==> config.mk <==
export PLATFORM = sky130hd
export DESIGN_NAME = axi_ddrx_cmd_arbiter_flat
export DESIGN_NICKNAME = d
export VERILOG_FILES = /design/src/rtl/axi_ddrx_cmd_arbiter_if.sv /design/src/rtl/axi_ddrx_cmd_arbiter.sv /design/src/flat_wrapper.sv
export SDC_FILE = /design/constraint.sdc
export NUM_CORES = 1
export LEC_CHECK = 0
export BUFFER_PORTS_ARGS = -buffer_cell sky130_fd_sc_hd__clkbuf_2
export CAP_MARGIN = 20
export CORE_MARGIN = 1.5
export CORE_UTILIZATION = 40
export CTS_CLUSTER_SIZE = 28
export DETAILED_ROUTE_END_ITERATION = 6
export GPL_ROUTABILITY_DRIVEN = 0
export MAX_ROUTING_LAYER = met4
export RECOVER_POWER = 50
export SETUP_SLACK_MARGIN = 0.4
export SYNTH_ARGS = -nofsm -noshare
export SYNTH_HDL_FRONTEND = slang
export SYNTH_SLANG_ARGS = --single-unit
==> constraint.sdc <==
create_clock -name clk -period 6.5 [get_ports clk]
set_input_delay 1.3 -clock clk [delete_from_list [all_inputs] [get_ports clk]]
set_output_delay 1.3 -clock clk [all_outputs]
set_load 0.01 [all_outputs]
==> src/rtl/axi_ddrx_cmd_arbiter_if.sv <==
// AXI AW/AR address channels plus the DDRx native command port of axi_ddrx_cmd_arbiter.
// Handshake: a transfer happens on a rising clk edge where valid && ready; valid never waits on ready.
interface axi_ddrx_cmd_arbiter_if #(
    parameter int C_ADDR_WIDTH = 32,
    parameter int C_ID_WIDTH   = 3,
    parameter int C_LEN_WIDTH  = 8
);
    logic [C_ID_WIDTH-1:0]   s_axi_awid;
    logic [C_ADDR_WIDTH-1:0] s_axi_awaddr;
    logic [C_LEN_WIDTH-1:0]  s_axi_awlen;
    logic                    s_axi_awvalid;
    logic                    s_axi_awready;

    logic [C_ID_WIDTH-1:0]   s_axi_arid;
    logic [C_ADDR_WIDTH-1:0] s_axi_araddr;
    logic [C_LEN_WIDTH-1:0]  s_axi_arlen;
    logic                    s_axi_arvalid;
    logic                    s_axi_arready;

    logic                    cmd_valid;
    logic                    cmd_ready;
    logic                    cmd_wr;
    logic [C_ADDR_WIDTH-1:0] cmd_addr;
    logic [C_LEN_WIDTH-1:0]  cmd_len;
    logic [C_ID_WIDTH-1:0]   cmd_id;
    logic                    cmd_last;

    modport slave (
        input  s_axi_awid, s_axi_awaddr, s_axi_awlen, s_axi_awvalid,
        input  s_axi_arid, s_axi_araddr, s_axi_arlen, s_axi_arvalid,
        input  cmd_ready,
        output s_axi_awready, s_axi_arready,
        output cmd_valid, cmd_wr, cmd_addr, cmd_len, cmd_id, cmd_last
    );

    modport master (
        output s_axi_awid, s_axi_awaddr, s_axi_awlen, s_axi_awvalid,
        output s_axi_arid, s_axi_araddr, s_axi_arlen, s_axi_arvalid,
        output cmd_ready,
        input  s_axi_awready, s_axi_arready,
        input  cmd_valid, cmd_wr, cmd_addr, cmd_len, cmd_id, cmd_last
    );
endinterface

==> src/rtl/axi_ddrx_cmd_arbiter.sv <==
// AW/AR arbiter and boundary burst splitter feeding the DDRx native command port.
// Optional grant statistics counters are enabled with the ARB_STATS_EN macro.
module axi_ddrx_cmd_arbiter #(
    parameter int C_ADDR_WIDTH      = 32,
    parameter int C_ID_WIDTH        = 3,
    parameter int C_LEN_WIDTH       = 8,
    parameter int C_DATA_BYTES_LOG2 = 2,
    parameter int C_SPLIT_LOG2      = 10,
    parameter int C_ARB_MODE        = 1,
    parameter int C_WR_STARVE_LIMIT = 8
) (
    input  logic clk,
    input  logic reset,
    axi_ddrx_cmd_arbiter_if.slave bus,
    output logic dbg_state
`ifdef ARB_STATS_EN
    ,
    input  logic        stat_clr,
    output logic [31:0] stat_rd_grants,
    output logic [31:0] stat_wr_grants
`endif
);
    localparam int LW = C_LEN_WIDTH;
    localparam int CW = (LW + 1 > C_SPLIT_LOG2 + 1) ? LW + 1 : C_SPLIT_LOG2 + 1;
    localparam logic [7:0] STARVE_LIM = 8'(C_WR_STARVE_LIMIT);

    typedef enum logic {IDLE, ISSUE} state_t;

    state_t          state;
    logic [LW:0]     rem;
    logic            rr_last_wr;
    logic [7:0]      starve_cnt;

    logic                    grant_wr;
    logic                    grant_fire;
    logic [C_ADDR_WIDTH-1:0] sel_addr;
    logic [LW-1:0]           sel_len;
    logic [C_ID_WIDTH-1:0]   sel_id;
    logic [LW:0]             sel_beats;
    logic [LW:0]             first_beats;
    logic [LW:0]             cur_beats;
    logic [C_ADDR_WIDTH-1:0] nxt_addr;
    logic [LW:0]             nxt_rem;
    logic [LW:0]             nxt_beats;

    // Beats of one piece: the rest of the burst, capped at the distance to the next boundary.
    function automatic logic [LW:0] piece_beats(input logic [C_SPLIT_LOG2-1:0] off,
                                                input logic [LW:0] remain);
        logic [CW-1:0] bytes_to_bnd;
        logic [CW-1:0] beats_to_bnd;
        bytes_to_bnd = (CW'(1) << C_SPLIT_LOG2) - CW'(off);
        beats_to_bnd = bytes_to_bnd >> C_DATA_BYTES_LOG2;
        if (CW'(remain) < beats_to_bnd) piece_beats = remain;
        else                            piece_beats = beats_to_bnd[LW:0];
    endfunction

    always_comb begin
        grant_wr = 1'b0;
        if (C_ARB_MODE == 0) begin
            if (bus.s_axi_awvalid && bus.s_axi_arvalid) grant_wr = !rr_last_wr;
            else                                        grant_wr = bus.s_axi_awvalid;
        end else begin
            grant_wr = bus.s_axi_awvalid && (!bus.s_axi_arvalid || starve_cnt >= STARVE_LIM);
        end
    end

    // No new grant while a ready pulse is out: the master still shows the accepted request.
    assign grant_fire = (state == IDLE) && (bus.s_axi_awvalid || bus.s_axi_arvalid) &&
                        !bus.s_axi_awready && !bus.s_axi_arready;

    assign sel_addr    = grant_wr ? bus.s_axi_awaddr : bus.s_axi_araddr;
    assign sel_len     = grant_wr ? bus.s_axi_awlen  : bus.s_axi_arlen;
    assign sel_id      = grant_wr ? bus.s_axi_awid   : bus.s_axi_arid;
    assign sel_beats   = {1'b0, sel_len} + 1'b1;
    assign first_beats = piece_beats(sel_addr[C_SPLIT_LOG2-1:0], sel_beats);

    assign cur_beats = {1'b0, bus.cmd_len} + 1'b1;
    assign nxt_addr  = bus.cmd_addr + (C_ADDR_WIDTH'(cur_beats) << C_DATA_BYTES_LOG2);
    assign nxt_rem   = rem - cur_beats;
    assign nxt_beats = piece_beats(nxt_addr[C_SPLIT_LOG2-1:0], nxt_rem);

    assign dbg_state = (state == ISSUE);

    always_ff @(posedge clk) begin
        if (reset) begin
            state             <= IDLE;
            rem               <= '0;
            rr_last_wr        <= 1'b1;
            starve_cnt        <= '0;
            bus.s_axi_awready <= 1'b0;
            bus.s_axi_arready <= 1'b0;
            bus.cmd_valid     <= 1'b0;
            bus.cmd_wr        <= 1'b0;
            bus.cmd_addr      <= '0;
            bus.cmd_len       <= '0;
            bus.cmd_id        <= '0;
            bus.cmd_last      <= 1'b0;
        end else begin
            bus.s_axi_awready <= 1'b0;
            bus.s_axi_arready <= 1'b0;
            case (state)
                IDLE: begin
                    if (grant_fire) begin
                        state         <= ISSUE;
                        bus.cmd_valid <= 1'b1;
                        bus.cmd_wr    <= grant_wr;
                        bus.cmd_id    <= sel_id;
                        bus.cmd_addr  <= sel_addr;
                        bus.cmd_len   <= LW'(first_beats - 1'b1);
                        bus.cmd_last  <= (first_beats == sel_beats);
                        rem           <= sel_beats;
                        rr_last_wr    <= grant_wr;
                        if (grant_wr || !bus.s_axi_awvalid) starve_cnt <= '0;
                        else if (starve_cnt < STARVE_LIM)   starve_cnt <= starve_cnt + 8'd1;
                    end
                end
                ISSUE: begin
                    if (bus.cmd_ready) begin
                        if (bus.cmd_last) begin
                            state         <= IDLE;
                            bus.cmd_valid <= 1'b0;
                            if (bus.cmd_wr) bus.s_axi_awready <= 1'b1;
                            else            bus.s_axi_arready <= 1'b1;
                        end else begin
                            bus.cmd_addr <= nxt_addr;
                            bus.cmd_len  <= LW'(nxt_beats - 1'b1);
                            bus.cmd_last <= (nxt_beats == nxt_rem);
                            rem          <= nxt_rem;
                        end
                    end
                end
                default: state <= IDLE;
            endcase
        end
    end

`ifdef ARB_STATS_EN
    always_ff @(posedge clk) begin
        if (reset || stat_clr) begin
            stat_rd_grants <= '0;
            stat_wr_grants <= '0;
        end else if (grant_fire) begin
            if (grant_wr && stat_wr_grants != 32'hFFFF_FFFF)
                stat_wr_grants <= stat_wr_grants + 32'd1;
            if (!grant_wr && stat_rd_grants != 32'hFFFF_FFFF)
                stat_rd_grants <= stat_rd_grants + 32'd1;
        end
    end
`endif
endmodule

==> src/flat_wrapper.sv <==
// flat-port wrapper written by rule: the top's interface ports become plain ports
module axi_ddrx_cmd_arbiter_flat 
#(
    parameter int C_ADDR_WIDTH      = 32,
    parameter int C_ID_WIDTH        = 3,
    parameter int C_LEN_WIDTH       = 8,
    parameter int C_DATA_BYTES_LOG2 = 2,
    parameter int C_SPLIT_LOG2      = 10,
    parameter int C_ARB_MODE        = 1,
    parameter int C_WR_STARVE_LIMIT = 8
)
  (clk, reset, dbg_state, bus_s_axi_awid, bus_s_axi_awaddr, bus_s_axi_awlen, bus_s_axi_awvalid, bus_s_axi_arid, bus_s_axi_araddr, bus_s_axi_arlen, bus_s_axi_arvalid, bus_cmd_ready, bus_s_axi_awready, bus_s_axi_arready, bus_cmd_valid, bus_cmd_wr, bus_cmd_addr, bus_cmd_len, bus_cmd_id, bus_cmd_last);
  axi_ddrx_cmd_arbiter_if #(.C_ADDR_WIDTH(C_ADDR_WIDTH), .C_ID_WIDTH(C_ID_WIDTH), .C_LEN_WIDTH(C_LEN_WIDTH)) bus_i ();
  input  logic clk;
  input  logic reset;
  output logic dbg_state;
  input wire logic [$bits(bus_i.s_axi_awid)-1:0] bus_s_axi_awid;
  input wire logic [$bits(bus_i.s_axi_awaddr)-1:0] bus_s_axi_awaddr;
  input wire logic [$bits(bus_i.s_axi_awlen)-1:0] bus_s_axi_awlen;
  input wire logic [$bits(bus_i.s_axi_awvalid)-1:0] bus_s_axi_awvalid;
  input wire logic [$bits(bus_i.s_axi_arid)-1:0] bus_s_axi_arid;
  input wire logic [$bits(bus_i.s_axi_araddr)-1:0] bus_s_axi_araddr;
  input wire logic [$bits(bus_i.s_axi_arlen)-1:0] bus_s_axi_arlen;
  input wire logic [$bits(bus_i.s_axi_arvalid)-1:0] bus_s_axi_arvalid;
  input wire logic [$bits(bus_i.cmd_ready)-1:0] bus_cmd_ready;
  output wire logic [$bits(bus_i.s_axi_awready)-1:0] bus_s_axi_awready;
  output wire logic [$bits(bus_i.s_axi_arready)-1:0] bus_s_axi_arready;
  output wire logic [$bits(bus_i.cmd_valid)-1:0] bus_cmd_valid;
  output wire logic [$bits(bus_i.cmd_wr)-1:0] bus_cmd_wr;
  output wire logic [$bits(bus_i.cmd_addr)-1:0] bus_cmd_addr;
  output wire logic [$bits(bus_i.cmd_len)-1:0] bus_cmd_len;
  output wire logic [$bits(bus_i.cmd_id)-1:0] bus_cmd_id;
  output wire logic [$bits(bus_i.cmd_last)-1:0] bus_cmd_last;
  assign bus_i.s_axi_awid = bus_s_axi_awid;
  assign bus_i.s_axi_awaddr = bus_s_axi_awaddr;
  assign bus_i.s_axi_awlen = bus_s_axi_awlen;
  assign bus_i.s_axi_awvalid = bus_s_axi_awvalid;
  assign bus_i.s_axi_arid = bus_s_axi_arid;
  assign bus_i.s_axi_araddr = bus_s_axi_araddr;
  assign bus_i.s_axi_arlen = bus_s_axi_arlen;
  assign bus_i.s_axi_arvalid = bus_s_axi_arvalid;
  assign bus_i.cmd_ready = bus_cmd_ready;
  assign bus_s_axi_awready = bus_i.s_axi_awready;
  assign bus_s_axi_arready = bus_i.s_axi_arready;
  assign bus_cmd_valid = bus_i.cmd_valid;
  assign bus_cmd_wr = bus_i.cmd_wr;
  assign bus_cmd_addr = bus_i.cmd_addr;
  assign bus_cmd_len = bus_i.cmd_len;
  assign bus_cmd_id = bus_i.cmd_id;
  assign bus_cmd_last = bus_i.cmd_last;
  axi_ddrx_cmd_arbiter #(.C_ADDR_WIDTH(C_ADDR_WIDTH), .C_ID_WIDTH(C_ID_WIDTH), .C_LEN_WIDTH(C_LEN_WIDTH), .C_DATA_BYTES_LOG2(C_DATA_BYTES_LOG2), .C_SPLIT_LOG2(C_SPLIT_LOG2), .C_ARB_MODE(C_ARB_MODE), .C_WR_STARVE_LIMIT(C_WR_STARVE_LIMIT)) u_core (.clk(clk), .reset(reset), .bus(bus_i), .dbg_state(dbg_state));
endmodule
==> results of run 1 <==
cell type report:
class,instances,area (um^2)
fillers,1595,7930
multi-input cells,726,4700
flip-flops and latches,66,1320
repair buffers,147,692
well taps,211,264
clock buffers,11,243
inverters,37,139
clock inverters,4,76.3
registers in the layout, indices dropped and copies added (netlist names):
name / flops
u_core.bus.cmd_last: 1
u_core.bus.cmd_id: 3
u_core.bus.cmd_wr: 1
u_core.starve_cnt: 8
u_core.bus.cmd_addr: 32
u_core.rem: 9
u_core.bus.s_axi_arready: 1
u_core.bus.s_axi_awready: 1
u_core.bus.cmd_valid: 1
u_core.dbg_state: 1
u_core.bus.cmd_len: 8
final timing paths:
kind | endpoint | startpoint | slack [ps]
worst min register to register | u_core.rem[6] | u_core.rem[6] | 470
worst max register to register | u_core.bus.cmd_len[6] | u_core.bus.cmd_len[2] | 1000
worst min-delay path | u_core.rem[6] | u_core.rem[6] | 470
worst max-delay path | u_core.bus.cmd_len[6] | u_core.bus.cmd_len[2] | 1000
worst min-delay path, stage by stage, from the launching register on:
cell     delay [ps]
dfxtp_1         320
nand2_1          60
a21oi_1          50
layer usage:
metal  track usage  vias up  wire length (um)
met5             -        -                 0
met3        0.0291       14               871
met4        0.0555        0               221
met2         0.368      202              8810
li1              -     3372                 -
met1         0.356     3119             10100
metrics by stage:
| step | total power, mW | hold WS, ps |
|---|---|---|
| floorplan | 2.11 | 428 |
| global placement | 2.62 | 458 |
| detailed placement | 2.63 | 461 |
| CTS | 3.19 | 471 |
| global route | 3.44 | 497 |
| finish | 3.19 | 469 |
power groups by stage:
stage / clock, mW / sequential [mW] / combinational, mW
2_1_floorplan: 0 / 0.576 / 1.54
3_3_place_gp: 0 / 0.573 / 2.04
3_5_place_dp: 0 / 0.575 / 2.06
4_1_cts: 0.549 / 0.566 / 2.07
5_1_grt: 0.563 / 0.579 / 2.30
6_report: 0.541 / 0.567 / 2.08
Yosys cell counts (all sizes together), types with 13 or more instances:
master / count
nand2: 148
nor2: 80
dfxtp: 66
a21oi: 64
ha: 39
inv: 36
xnor2: 36
nand3: 35
mux2i: 32
clkbuf: 30
o21ai: 29
nor3: 24
xor2: 19
a211oi: 18
buf: 14
nand4: 13
nor4: 13
cell usage in the layout (no fill, tap or decap), types with 7 or more instances in the layout:
cell       netlist  layout
nand2_1        148     148
clkbuf_2         0      91
nor2_1          79      79
dfxtp_1         66      65
a21oi_1         63      63
clkbuf_1        30      50
ha_1            39      39
xnor2_1         36      36
inv_1           35      35
nand3_1         35      35
mux2i_1         30      30
o21ai_0         24      24
nor3_1          24      24
xor2_1          19      19
a211oi_1        18      18
nand4_1         13      13
nand2b_1        11      11
a31oi_1         11      11
o21a_1          10      10
nor4_1          11      10
o211ai_1        10      10
or3_1            9       9
a311oi_1         9       9
clkbuf_16        0       9
a21o_1           8       8
and3_1           8       8
buf_4            1       7
cell families (layout without fill, tap and decap cells):
logic type / after synthesis / after routing
xor gates and xnor gates: 56 / 56
and+or+nand+nor: 384 / 384
muxes: 36 / 36
DFF: 66 / 66
buffers and inverters: 81 / 199
adders and majority gates: 41 / 41
AOI/OAI and AO/OA: 209 / 209
==> metrics.txt, run 1 <==
slowest cell on the critical path=dfxtp_1; Stages on worst setup path=23; nature of the critical path endpoint=register; vias in the first global route=~6000; Comb power frac=0.653; Via Count=6707; Post-Syn Nets=1005; fmax=~180 MHz; critical path class=reg2reg; Cell Int Power=roughly 1.7 mW; clk slew on worst S/H paths=~60 ps; arrival time worst endpoint=around 5600 ps; Synth warnings=0; PortBufs=roughly 140; post-synth top area cell=dfxtp_1; TritonCTS buffer count=9; CP max FO=10; Final min period=5500 ps; DP HPWL=between 10000 and 15000 um; Final setup viols=0; Design Area, Final=around 7400 um^2; max cap viols=1; depth of the CTS H-tree=3; IO Count=140; Clock power frac=0.170; Simple-Gate Fraction of Synth Area=0.287; Worst EP required=about 6600 ps; setup TNS=0 ps; post-route ant nets=0; Worst Path Buf+Inv=2; Antenna Cells=0; Hold Violations, Final=0; multiplexer share of the synthesized area=0.0608; Worst Tran Pin Value=3130 ps; Layout Area Growth over Synthesis=17.3%; Reg power frac=0.178; TritonCTS clock tree=yes; routed vias/inst=5.58; status=complete, but fails checks; Hold WC Path Type=reg2reg; die area=16600 um^2; PwrDens=429 nW/um^2; area post-placement=approximately 7000 um^2; Longest Clk Path Bufs=2; final core utilization=0.484; failing checks=capacitance limit, slew limit; final worst setup slack=1000 ps; Clock Skew=9.60 ps; initial antenna violation count=0; main combinational cell family by area after synthesis=simple AND/OR/NAND/NOR gates; Starting Density=0.413; largest net degree at the start of global routing=61; Syn Area/Cell=7.26 um^2; post-synthesis adder-cell area fraction=0.0833; fin. max-slew vios=61; Leakage=3.11 nW; layout cells sized above 1=0.144; first-pass GRT wire length=31400 um; die width=approximately 130 um; Cell Area, Synth=6340 um^2; Rel. slew slack=-1.09; CP cell instances=nand3_1 > nor2_1 > xor2_1 > ha_1 > and3b_1 > a211oi_1 > o211ai_1 > nor3_1 > o21ai_0 > or2_2 > ha_1 > o21a_1 > nor2_1 > a41o_1 > nor2_1 > mux2i_1 > mux2_4 > clkinv_1 > ha_1 > inv_1 > a221oi_2 > a31o_1 > a311oi_1; gr ovfl total=0; Top FF cell, synth=dfxtp_1; setup bufs post-CTS=0; GRT Resource Usage Total=0.247; Synth Area in XOR/XNOR=0.0795; core region area=15400 um^2; Die Y=129 um; RSZ-0062 raised after global routing=false; Post-synth EDFFs=0; drt drc=0; final non-filler cell total=between 1000 and 1500; top cells by area, synth=dfxtp_1, nand2_1, ha_1, a21oi_1, xnor2_1; Netlist cell types=87; Peak supply drop=0.000211 V; Tcrit/Tclk final=0.846; nets=between 1000 and 1500; DRT iter0 DRCs=519; sequential cell area fraction in the yosys report=0.208; Crit path max-delay family=simple AND/OR/NAND/NOR gates; Mapped Cells=873; clk_lat worst skew=350 ps; R2R depth=23; PostCTS Resize Cnt=0; startpoint types=register; DP Worst Slack=between 700 and 800 ps; compound-gate portion of the synthesized area=0.229; Clock Sinks=66; Cell Rows=45; clk root buf=clkbuf_16; WHS Path Cells=2; Switching Fraction=0.482; top cell type's share of synthesized area=0.208; slowest stage delay, CP=460 ps; ys async rst share=0; Synth Register Bits=66; 1st-pass router iterations=4; Switch Pwr=1.54 mW; DR WL/cell=16.6 um; Post-Place Cells=1187; final wirelength=about 20000 um; # hold bufs at CTS=0
No activity file was read; power rests on OpenSTA's default activity.
==> inputs of run 2 (changes only) <==
- clock period: 6.5 -> 5.2 ns (I/O delays scaled with it)
==> run 2 against run 1 <==
Effect of this change: the flow finishes with violations (capacitance limit); maximum frequency is 13% higher; combinational power rose by 62%; core utilization up 4.6 points; first-iteration DRC count grew 14%; sequential power grew 26%; register-to-register slack got worse by 680 ps; setup slack worse by 680 ps.
==> metrics.txt, run 2 (synthesis gave the netlist of run 1 again) <==
drt drc=0; # hold bufs at CTS=0; post-route ant nets=0; die area=16600 um^2; Cell Rows=45; Reg with most FFs=u_core.bus.cmd_addr; CP max FO=5; Via Count=6905; Final min period=4880 ps; DR WL/cell=17.1 um; final worst setup slack=323 ps; depth of the CTS H-tree=3; Worst Tran Pin Value=1500 ps; fin. max-slew vios=0; Clock Sinks=66; Layout Area Growth over Synthesis=28.3%; slowest stage delay, CP=350 ps; setup TNS=0 ps; Die Y=129 um; TritonCTS clock tree=yes; DP HPWL=15800 um; Starting Density=0.413; Worst EP required=5450 ps; GRT Resource Usage Total=0.260; nets=around 1200; layout filler cell count=1530; Tcrit/Tclk final=0.938; Hold WC Path Type=reg2reg; final wirelength=21300 um; DP Worst Slack=-86.0 ps; Clock Skew=6.23 ps; slowest cell on the critical path=dfxtp_2; fmax=between 200 and 250 MHz; CP cell instances=clkbuf_1 > nand3_2 > xnor2_2 > ha_4 > and3b_1 > a211oi_2 > o211ai_1 > buf_4 > nor3_4 > o21ai_1 > or2_4 > ha_4 > o21a_1 > nor2_1 > a41o_1 > nor2_4 > mux2i_1 > mux2i_2 > ha_4 > inv_2 > a221oi_4 > nand4_1 > a311oi_1; Longest Clk Path Bufs=2; core region area=15400 um^2; arrival time worst endpoint=5130 ps; Leakage=3.38 nW; die width=129 um; max cap viols=1; layout cells sized above 1=0.230; Rel. slew slack=0.00148; Antenna Cells=0; Crit path max-delay family=compound AO/OA/AOI/OAI gates; final core utilization=0.530; hold_ws=456 ps; reg2reg setup slack=320 ps; Largest register FFs=32; Hold Violations, Final=0; PwrDens=between 500 and 600 nW/um^2; largest net degree at the start of global routing=49; routed vias/inst=5.53; Worst Path Buf+Inv=3; initial antenna violation count=0; Power, Total=between 4 and 5 mW; DRT iter0 DRCs=592; gr ovfl total=0; clk slew on worst S/H paths=60 ps; Final setup viols=0; TritonCTS buffer count=9; commonest cells after routing, fill and taps aside=nand2_1, clkbuf_2, nor2_1, dfxtp_1, a21oi_1; first-pass GRT wire length=32700 um; IO Count=140; most common cell after layout, fill and taps aside=nand2_1; nature of the critical path endpoint=register; RSZ-0062 raised after global routing=true; Peak supply drop=0.000319 V; PortBufs=roughly 140; cell mode on critical path=ha_4; startpoint types=register; status=complete, but fails checks; vias in the first global route=6182; 1st-pass router iterations=5; failing checks=capacitance limit; clk root buf=clkbuf_16; Top Registers=u_core.bus.cmd_addr: 32 flops, u_core.rem: 9 flops; clk_lat worst skew=about 340 ps; critical path class=reg2reg
run 2: cell count changes in the layout (fill, tap and decap cells not counted), moves of 4 or more:
cell / delta
buf_4: +43
nor2_1: -4
ha_1: -9
ha_4: +8
nand3_1: -4
xnor2_1: -4
xnor2_2: +4
run 2: timing repair:
action / 4_1_cts / 5_1_grt
endpoints found under the setup margin: 7 / 6
gates resized for setup: 17 / 51
buffers inserted: 4 / 22
pin swaps: 8 / 28
run 2: per-stage QoR:
stage	cell area (um^2)	std cells
final	8140	1249
after detailed placement	7380	1207
after global routing	8140	1249
after floorplan	6420	873
after global placement	7380	1207
after CTS	7770	1227
run 2: worst reg2reg max path, delay by kind of cell (launching register included):
kind	cells	cell delay [ps]
AO/OA/AOI/OAI	7	1330
XOR/XNOR	1	250
adder cells (fa/ha/maj)	3	700
buffers and inverters	3	550
flip-flops	1	350
multiplexers	2	420
AND/OR/NAND/NOR	7	1170
run 2: power breakdown:
part,leakage [nW],internal [mW],switching (mW)
registers,0.546,0.605,0.111
clock network,0.142,0.370,0.248
logic,2.69,1.52,1.85
total,3.38,2.49,2.21
run 2: path summary, 6_finish.rpt:
path	start	to	depth (start not counted)
setup reg to reg	u_core.bus.cmd_len[3]	u_core.bus.cmd_len[6]	23
hold / removal	u_core.bus.cmd_valid	u_core.bus.cmd_valid	2
setup / recovery	u_core.bus.cmd_len[3]	u_core.bus.cmd_len[6]	23
hold reg to reg	u_core.bus.cmd_valid	u_core.bus.cmd_valid	2
run 2: metal layers:
layer	GRT usage	part of all wire	vias up
met5	-	0	-
met4	0.0522	0.0096	0
met3	0.0437	0.061	16
met2	0.395	0.46	217
met1	0.361	0.47	3204
li1	-	-	3468
run 2: area by class of cell:
| cell class | instances | area [um^2] | share of cell area |
|---|---|---|---|
| multi-input cells | 726 | 5050 | 0.621 |
| flip-flops and latches | 66 | 1330 | 0.164 |
| repair buffers | 193 | 1050 | 0.129 |
| well taps | 211 | 264 | 0.0324 |
| clock buffers | 9 | 225 | 0.0277 |
| inverters | 37 | 144 | 0.0177 |
| clock inverters | 7 | 68.8 | 0.00846 |
==> inputs of run 3 (changes only) <==
- CTS_CLUSTER_DIAMETER: default -> 120
- clock period: 5.2 -> 4.9 ns (I/O delays scaled with it)
==> run 3 against run 2 <==
Effect of this change: the run ends with capacitance limit, slew limit left; clock skew hardly changed; combinational power rose by 16%; hold slack improved by 5.2 ps; clock-buffer cell count up 3; final cell count increased by 1.9%; clock power is 9.9% higher; sequential cell count is the same; global-route usage up 1.3 points; cell area grew 3.7%; critical endpoint unchanged; highest routed layer unchanged.
==> metrics.txt, run 3 (synthesis gave the netlist of run 1 again) <==
nets=between 1000 and 1500; Design Area, Final=between 8000 and 9000 um^2; first-pass GRT wire length=34200 um; layout filler cell count=1484; fin. max-slew vios=27; Layout Area Growth over Synthesis=33.1%; critical path class=reg2reg; die width=129 um; failing checks=capacitance limit, slew limit; Hold WC Path Type=reg2reg; DRT iter0 DRCs=524; TritonCTS buffer count=9; fmax=215 MHz; Starting Density=0.413; Longest Clk Path Bufs=2; IO Count=140; clk slew on worst S/H paths=around 60 ps; Largest register FFs=32; Die Y=129 um; Peak supply drop=0.000333 V; post-route ant nets=0; die area=roughly 17000 um^2; commonest cells after routing, fill and taps aside=nand2_1, clkbuf_2, nor2_1, buf_4, dfxtp_1; initial antenna violation count=0; slowest stage delay, CP=approximately 420 ps; Cell Rows=45; Worst Path Buf+Inv=5; Rel. slew slack=-0.00774; # hold bufs at CTS=0; clk root buf=clkbuf_16; max cap viols=1; Top Registers=u_core.bus.cmd_addr: 32 flops, u_core.rem: 9 flops; final wirelength=22000 um; most common cell after layout, fill and taps aside=nand2_1; slowest cell on the critical path=or3_4; gr ovfl total=0; DR WL/cell=17.3 um; core region area=15400 um^2; area post-placement=7530 um^2; clk_lat worst skew=350 ps; DP HPWL=16200 um; R2R depth=23; WHS Path Cells=2; Final min period=4640 ps; Clock Sinks=66; arrival time worst endpoint=4900 ps; Clock Skew=6.58 ps; Antenna Cells=0; nature of the critical path endpoint=register; Stages on worst setup path=23; Leakage=3.55 nW; GRT Resource Usage Total=0.273; drt drc=0; Via Count=7160; Tcrit/Tclk final=0.947; 1st-pass router iterations=5; startpoint types=register; Hold Violations, Final=0; RSZ-0062 raised after global routing=true; setup TNS=0 ps; CP cell instances=buf_4 > nand3_2 > xnor2_2 > inv_1 > ha_1 > o21ai_1 > a21boi_1 > o31a_1 > or3_4 > inv_2 > ha_4 > nand2_2 > nand4_1 > a21oi_4 > nor2_4 > mux2i_1 > mux2_4 > clkinv_4 > ha_4 > inv_4 > a221oi_4 > nand4_1 > a311oi_2; Crit path max-delay family=compound AO/OA/AOI/OAI gates; Reg with most FFs=u_core.bus.cmd_addr; Final setup viols=0; layout cells sized above 1=0.267; vias in the first global route=6483; largest net degree at the start of global routing=36; PwrDens=634 nW/um^2; CP max FO=4; depth of the CTS H-tree=3; Worst EP required=a little over 5000 ps; TritonCTS clock tree=yes; PortBufs=139; status=complete, but fails checks; routed vias/inst=5.62; Worst Tran Pin Value=1510 ps
==> run 3: final timing paths <==
path / start / endpoint / slack, ps
worst min-delay path: u_core.rem[6] / u_core.rem[6] / 460
worst max register to register: u_core.bus.cmd_len[2] / u_core.bus.cmd_len[6] / 260
worst min register to register: u_core.rem[6] / u_core.rem[6] / 460
worst max-delay path: u_core.bus.cmd_len[2] / u_core.bus.cmd_len[6] / 260
==> run 3: through the flow <==
stage | std cells | setup slack, ps | total power [mW] | hold WS, ps | utilization
6_report | 1273 | 258 | 5.35 | 461 | 0.549
5_1_grt | 1273 | 63.8 | 5.72 | 477 | 0.549
4_1_cts | 1269 | 370 | 5.07 | 462 | 0.541
3_5_place_dp | 1226 | -137 | 3.80 | 452 | 0.490
3_3_place_gp | 1226 | -29.9 | 3.80 | 451 | 0.490
2_1_floorplan | 873 | 22.7 | 2.87 | 436 | -
==> run 3: layer usage <==
| metal | share of wire | GRT usage |
|---|---|---|
| met1 | 0.46 | 0.370 |
| met2 | 0.45 | 0.406 |
| met3 | 0.069 | 0.0503 |
| met4 | 0.025 | 0.0925 |
| met5 | 0 | - |
==> run 3: area by class of cell <==
type	count	area, um^2	area share
Clock buffer	12	256	0.0304
Clock inverter	4	50.0	0.00593
Inverter	37	146	0.0173
Multi-Input combinational cell	726	5160	0.611
Sequential cell	66	1340	0.158
Tap cell	211	264	0.0313
Timing Repair Buffer	217	1230	0.146
==> run 3: tightest hold or removal path, cell delays in order, from the launching register on <==
cell     delay, ps
dfxtp_1        310
nand2_1         50
a21oi_1         50
==> run 3: timing repair <==
action	4_1_cts	5_1_grt
resized for setup	70	31
endpoints found under the setup margin	7	7
buffers inserted	27	4
pin swaps	36	31
==> run 3: report_power, final <==
part	switching (mW)	internal (mW)
Combinational	2.08	1.82
Clock	0.258	0.421
Sequential	0.131	0.643
Total	2.47	2.88
